<file path="src/rtl/fifo_wr_arbiter_if.sv">
// Write-side bus between NREQ packet sources and one FIFO write port.
//   master modport: the arbiter (consumes requests, drives FIFO writes)
//   slave  modport: the requesters / FIFO model (drive requests, full flag)
// Signals:
//   req_valid[NREQ]        per-requester data valid
//   req_data[NREQ*DSIZE]   requester i at [i*DSIZE +: DSIZE]
//   req_last[NREQ]         last beat of packet, qualified by req_valid
//   req_ready[NREQ]        per-requester accept strobe
//   w_full                 FIFO full flag
//   w_en / w_data          FIFO write enable and data
interface fifo_wr_arbiter_if #(
  parameter int DSIZE = 8,
  parameter int NREQ  = 4
);
  logic [NREQ-1:0]       req_valid;
  logic [NREQ*DSIZE-1:0] req_data;
  logic [NREQ-1:0]       req_last;
  logic [NREQ-1:0]       req_ready;
  logic                  w_full;
  logic                  w_en;
  logic [DSIZE-1:0]      w_data;

  modport master (
    input  req_valid, req_data, req_last, w_full,
    output req_ready, w_en, w_data
  );

  modport slave (
    output req_valid, req_data, req_last, w_full,
    input  req_ready, w_en, w_data
  );
endinterface

</file>
<file path="src/rtl/fifo_wr_arbiter.sv">
// Round-robin packet arbiter feeding a single FIFO write port.
// A grant is held until the owner's last beat or MAX_BURST beats, then the
// arbiter spends at least one cycle in IDLE before granting again. The
// search for the next owner starts just above the previous owner.
// Ports:
//   w_clk     write-domain clock
//   w_rst_n   asynchronous active-low reset (deassertion synchronised outside)
//   bus       fifo_wr_arbiter_if.master (requests in, FIFO writes out);
//             interface DSIZE/NREQ must match this module's parameters
//   grant_id  index of the current (or most recent) grant holder
//   busy      high while a grant is active
module fifo_wr_arbiter #(
  parameter  int DSIZE     = 8,
  parameter  int NREQ      = 4,
  parameter  int MAX_BURST = 4,
  localparam int GW        = $clog2(NREQ)
) (
  input  logic                    w_clk,
  input  logic                    w_rst_n,
  fifo_wr_arbiter_if.master       bus,
  output logic [GW-1:0]           grant_id,
  output logic                    busy
);

  typedef enum logic [0:0] {
    ST_IDLE  = 1'b0,
    ST_GRANT = 1'b1
  } state_e;

  localparam logic [4:0]    MAX_BURST_C = 5'(MAX_BURST);
  localparam logic [GW-1:0] LAST_PTR_RST = GW'(NREQ - 1);

  state_e          state_q,    state_d;
  logic [GW-1:0]   grant_id_q, grant_id_d;
  logic [GW-1:0]   last_ptr_q, last_ptr_d;
  logic [4:0]      cnt_q,      cnt_d;

  logic [GW-1:0]   cand_s;
  logic [GW-1:0]   sel_idx_s;
  logic            sel_found_s;
  logic            gnt_valid_s;
  logic            gnt_last_s;
  logic [NREQ-1:0] ready_s;
  logic [DSIZE-1:0] w_data_s;
  logic            beat_s;
  logic [4:0]      cnt_inc_s;

  // Round-robin pick: first valid requester at or above last_ptr+1, wrapping.
  always_comb begin
    sel_found_s = 1'b0;
    sel_idx_s   = {GW{1'b0}};
    cand_s      = {GW{1'b0}};
    for (int i = 1; i <= NREQ; i++) begin
      cand_s = GW'((int'(last_ptr_q) + i) % NREQ);
      if (!sel_found_s && bus.req_valid[cand_s]) begin
        sel_found_s = 1'b1;
        sel_idx_s   = cand_s;
      end else begin
        sel_found_s = sel_found_s;
      end
    end
  end

  // Route the grant holder's request signals and build the ready strobes.
  // w_full gates every ready bit so a stalled cycle accepts nothing.
  always_comb begin
    gnt_valid_s = 1'b0;
    gnt_last_s  = 1'b0;
    w_data_s    = {DSIZE{1'b0}};
    ready_s     = {NREQ{1'b0}};
    for (int i = 0; i < NREQ; i++) begin
      if (grant_id_q == GW'(i)) begin
        gnt_valid_s = bus.req_valid[i];
        gnt_last_s  = bus.req_last[i];
        w_data_s    = bus.req_data[i*DSIZE +: DSIZE];
        ready_s[i]  = (state_q == ST_GRANT) && !bus.w_full;
      end else begin
        ready_s[i]  = 1'b0;
      end
    end
  end

  assign beat_s    = (state_q == ST_GRANT) && !bus.w_full && gnt_valid_s;
  assign cnt_inc_s = cnt_q + 5'd1;

  // Next-state logic: grant from IDLE, count beats and release in GRANT.
  // A dropped valid or a full FIFO simply yields no beat, so state,
  // counter and grant_id all hold.
  always_comb begin
    state_d    = state_q;
    grant_id_d = grant_id_q;
    last_ptr_d = last_ptr_q;
    cnt_d      = cnt_q;
    case (state_q)
      ST_IDLE: begin
        if (sel_found_s) begin
          state_d    = ST_GRANT;
          grant_id_d = sel_idx_s;
          cnt_d      = 5'd0;
        end else begin
          state_d    = ST_IDLE;
        end
      end
      ST_GRANT: begin
        if (beat_s) begin
          cnt_d = cnt_inc_s;
          if (gnt_last_s || (cnt_inc_s == MAX_BURST_C)) begin
            state_d    = ST_IDLE;
            last_ptr_d = grant_id_q;
          end else begin
            state_d    = ST_GRANT;
          end
        end else begin
          state_d = ST_GRANT;
        end
      end
      default: begin
        state_d    = ST_IDLE;
        grant_id_d = {GW{1'b0}};
        last_ptr_d = LAST_PTR_RST;
        cnt_d      = 5'd0;
      end
    endcase
  end

  // State registers; reset leaves last_ptr at NREQ-1 so requester 0 wins first.
  always_ff @(posedge w_clk or negedge w_rst_n) begin
    if (!w_rst_n) begin
      state_q    <= ST_IDLE;
      grant_id_q <= {GW{1'b0}};
      last_ptr_q <= LAST_PTR_RST;
      cnt_q      <= 5'd0;
    end else begin
      state_q    <= state_d;
      grant_id_q <= grant_id_d;
      last_ptr_q <= last_ptr_d;
      cnt_q      <= cnt_d;
    end
  end

  // Handshake outputs are combinational from registered state, so reset
  // kills them in the same cycle.
  assign bus.req_ready = ready_s;
  assign bus.w_en      = beat_s;
  assign bus.w_data    = w_data_s;
  assign grant_id      = grant_id_q;
  assign busy          = (state_q == ST_GRANT);

endmodule

</file>
<file path="src/flat_wrapper.sv">
// flat-port wrapper written by rule: the top's interface ports become plain ports
module fifo_wr_arbiter_flat 
#(
  parameter  int DSIZE     = 8,
  parameter  int NREQ      = 4,
  parameter  int MAX_BURST = 4,
  localparam int GW        = $clog2(NREQ)
)
  (w_clk, w_rst_n, grant_id, busy, bus_req_valid, bus_req_data, bus_req_last, bus_w_full, bus_req_ready, bus_w_en, bus_w_data);
  fifo_wr_arbiter_if #(.DSIZE(DSIZE), .NREQ(NREQ)) bus_i ();
  input  logic w_clk;
  input  logic w_rst_n;
  output logic [GW-1:0] grant_id;
  output logic busy;
  input wire logic [$bits(bus_i.req_valid)-1:0] bus_req_valid;
  input wire logic [$bits(bus_i.req_data)-1:0] bus_req_data;
  input wire logic [$bits(bus_i.req_last)-1:0] bus_req_last;
  input wire logic [$bits(bus_i.w_full)-1:0] bus_w_full;
  output wire logic [$bits(bus_i.req_ready)-1:0] bus_req_ready;
  output wire logic [$bits(bus_i.w_en)-1:0] bus_w_en;
  output wire logic [$bits(bus_i.w_data)-1:0] bus_w_data;
  assign bus_i.req_valid = bus_req_valid;
  assign bus_i.req_data = bus_req_data;
  assign bus_i.req_last = bus_req_last;
  assign bus_i.w_full = bus_w_full;
  assign bus_req_ready = bus_i.req_ready;
  assign bus_w_en = bus_i.w_en;
  assign bus_w_data = bus_i.w_data;
  fifo_wr_arbiter #(.DSIZE(DSIZE), .NREQ(NREQ), .MAX_BURST(MAX_BURST)) u_core (.w_clk(w_clk), .w_rst_n(w_rst_n), .bus(bus_i), .grant_id(grant_id), .busy(busy));
endmodule
</file>
<file path="config.mk">
export PLATFORM = sky130hd
export DESIGN_NAME = fifo_wr_arbiter_flat
export DESIGN_NICKNAME = d
export VERILOG_FILES = /design/src/rtl/fifo_wr_arbiter_if.sv /design/src/rtl/fifo_wr_arbiter.sv /design/src/flat_wrapper.sv
export SDC_FILE = /design/constraint.sdc
export NUM_CORES = 1
export LEC_CHECK = 0
export BUFFER_PORTS_ARGS = -buffer_cell sky130_fd_sc_hd__buf_2
export CAP_MARGIN = 20
export CORE_UTILIZATION = 40
export DETAILED_ROUTE_END_ITERATION = 8
export PLACE_DENSITY = 0.78
export SLEW_MARGIN = 20
export SYNTH_ARGS = -nofsm -noshare
export SYNTH_HDL_FRONTEND = slang
export SYNTH_SLANG_ARGS = --single-unit
</file>
<file path="constraint.sdc">
create_clock -name w_clk -period 4.85 [get_ports w_clk]
set_input_delay 0 -clock w_clk [delete_from_list [all_inputs] [get_ports w_clk]]
set_output_delay 0 -clock w_clk [all_outputs]
set_load 0.02 [all_outputs]
</file>
==> results_dict.tcl <==
set metrics [dict create \
    finClkSkew_ns 0.00423 \
    max_stage_delay_ns 0.79 \
    synth.most_common_cell "dfrtp_1" \
    port_buffers 58 \
    die-area_sq_um 2360 \
    fillerInstances 186 \
    syn_area_per_cell_sq_um 12.2 \
    rows 16 \
    grt_util_all_layers_pct 18.0 \
    synth_common_cells "8 x dfrtp_1, 7 x nand2_1, 5 x mux4_1, 5 x mux4_2, 4 x o21ai_0" \
    cp-start-kind "register" \
    htreeDepth 1 \
    num_antenna_cells 0 \
    clock-sinks 10 \
    clock_path_buffers 2 \
    outcome "finished, final reports clean" \
    r2r-start "u_core.grant_id[0]$_DFFE_PN0P_" \
    reg2reg_setup_slack_ns 2.76 \
    drc 0 \
    initial_core_util_pct 43.4 \
    pwr-share-clk_pct 12.2 \
    clkTransAtPathRegs_ns 0.07 \
    ys_seq_elements 10 \
    synthTopCellsByArea "dfrtp_1 23%, mux4_1 15%, mux4_2 13%" \
    wirelength_microns 2060 \
    worstSetupStartpoint "u_core.grant_id[0]$_DFFE_PN0P_" \
    drt-initial-drc-count 10 \
    cp.depth 3 \
    vias 812 \
    cts_root_buf "clkbuf_4" \
    p_per_area_nw_per_um2 517 \
    avgRoutedWirePerCell_microns 13.2 \
    drive_above_1_share_pct 58.9 \
    ant_nets 0 \
    p_leak_nw 0.600 \
    setup_ws_ns 2.76 \
    firstDrtPassIters 4 \
    tritoncts "done" \
    worstPathArrival_ns 2.28 \
    cts_setup_buffers 0 \
    yosys.area_share.simple_pct 15.1 \
    endpoint_kind "register" \
    num_io_pins 59 \
    dp_hpwl_microns 1710 \
    switching_power_mw 0.268 \
    core_sq_um 2000 \
    synth_compound_area_share_pct 11.4 \
    fmax_mhz 479 \
    yosysUniqueCellTypes 32 \
    rsz0062_at_grt "no" \
    worstRegToRegCells 3 \
    cts_buffers 3 \
    synth_warnings 0 \
    critPathBufInv 0 \
    drv_slew 0 \
    nets 174 \
    grt_pass1_vias 756 \
    fin_setup_tns_ns 0 \
    viasPerCell 5.21 \
    grt_start_max_net_pins 18 \
    fin_crit_sh_pct 43.0 \
    path_max_fanout 17 \
    dp_slack_ns 2.74 \
    synth_top_family_by_area "multiplexers" \
    synth_fp_nets 115 \
    synthMuxAreaShare_pct 36.3 \
    hold_viol_final 0 \
    synthCells 71 \
    switching_share_pct 43.0 \
    cp_top_family "multiplexers" \
    seq_area_frac_synth_pct 29.1 \
    async_reset_ff_share_pct 100 \
    die_w_microns 48.6 \
    cp.required_ns 5.04 \
    path_cells "mux4_1 > o21ai_4 > mux2_4" \
    grt-ovfl-total 0 \
    hp-class "primary input to async pin" \
    grt_pass1_wl_microns 3250 \
    syn_area_sq_um 870 \
    max_slew_margin_pct 54.0 \
    yosys_most_used_dff "dfrtp_1" \
    die_h_microns 48.6 \
    synth-edff-count 0 \
    tightest_slew_ns 0.690 \
    setup_viol 0 \
    synth_largest_area_cell "dfrtp_1" \
    place_congestion 0.720 \
    drv_cap 0 \
    reg2reg_to "u_core.last_ptr_q[0]$_DFFE_PN1P_" \
    yosysTopAreaCellShare_pct 23.0 \
    area_growth_pct 38.7 \
    p_int_mw 0.356 \
    p_comb_share_pct 56.8 \
    seqPwrFrac_pct 31.0 \
    cp_slowest_cell "dfrtp_1" \
    antenna_found_initial 0 \
    synth-adder-area-share_pct 1.44 \
    peakVddDrop_mv 0.273 \
    clkLatencyLatePin_ns 0.27 \
    synth-xor-area-share_pct 2.01 \
    worstSetupPathType "register to register" \
    post-route-min-period_ns 2.09 \
]
## layout make-up
type	count	area, sq um	area share [%]
multi-input combinational	54	576	47.7
timing repair buffer	59	300	24.9
sequential	10	253	21.0
clock buffer	4	36.3	3.01
tap	27	33.8	2.80
inverter	2	7.51	0.622
## routing by layer
metal	track usage, %	vias up	share of wire (%)
li1	-	395	-
met1	20.5	382	39
met2	32.2	31	54
met3	2.83	4	5.1
met4	8.82	0	1.7
met5	0	-	0
## power groups by stage
stage          Sequential (mW)  Clock, mW  Combinational, mW
2_1_floorplan            0.162          0              0.305
6_report                 0.194     0.0761              0.354
5_1_grt                  0.205     0.0819              0.381
4_1_cts                  0.196     0.0772              0.359
3_5_place_dp             0.196          0              0.359
3_3_place_gp             0.193          0              0.352
## per-stage QoR
step | hold WS (ns) | instance area, sq um | util [%] | total power, mW | std cells
floorplan | -0.296 | 870 | - | 0.467 | 71
global placement | -0.135 | 1160 | 57.9 | 0.546 | 151
detailed placement | -0.128 | 1160 | 57.9 | 0.555 | 151
CTS | 0.119 | 1210 | 60.3 | 0.632 | 156
global route | 0.127 | 1210 | 60.3 | 0.668 | 156
finish | 0.113 | 1210 | 60.3 | 0.624 | 156
## logic make-up after synthesis
| logic type | after synthesis |
|---|---|
| flops | 10 |
| compound gates | 13 |
| buf+inv | 7 |
| xor+xnor | 2 |
| fa+ha+maj | 1 |
| simple gates | 22 |
| mux | 16 |
## placed cells by master (no fill, tap or decap), drive strengths merged
master / count
buf: 58
mux4: 10
dfrtp: 8
nand2: 7
o21ai: 5
clkbuf: 4
mux2i: 3
nor2b: 3
mux2: 3
inv: 2
nor3b: 2
nand2b: 2
nand3: 2
xnor2: 2
a22o: 2
a21oi: 2
dfstp: 2
and2: 1
or4: 1
nor4: 1
o21a: 1
and3: 1
nor2: 1
and3b: 1
o221a: 1
a2111oi: 1
a21o: 1
ha: 1
dlygate4sd3: 1
## state kept, by name, summed over array words and instances, names as in the netlist
register           flops
u_core.last_ptr_q      2
u_core.cnt_q           5
u_core.busy            1
u_core.grant_id        2
## worst max-delay path by stage
stage	endpoint
6_report	u_core.last_ptr_q[0]$_DFFE_PN1P_
5_1_grt	u_core.last_ptr_q[0]$_DFFE_PN1P_
4_1_cts	u_core.last_ptr_q[0]$_DFFE_PN1P_
3_5_place_dp	u_core.last_ptr_q[0]$_DFFE_PN1P_
3_3_place_gp	u_core.last_ptr_q[0]$_DFFE_PN1P_
2_1_floorplan	u_core.last_ptr_q[0]$_DFFE_PN1P_
## timing repair
action,in CTS,in global routing
gates resized for setup,0,0
endpoints found under the hold margin,10,0
hold buffers,1,0
Note: power is estimated with default switching activity, not from simulation.
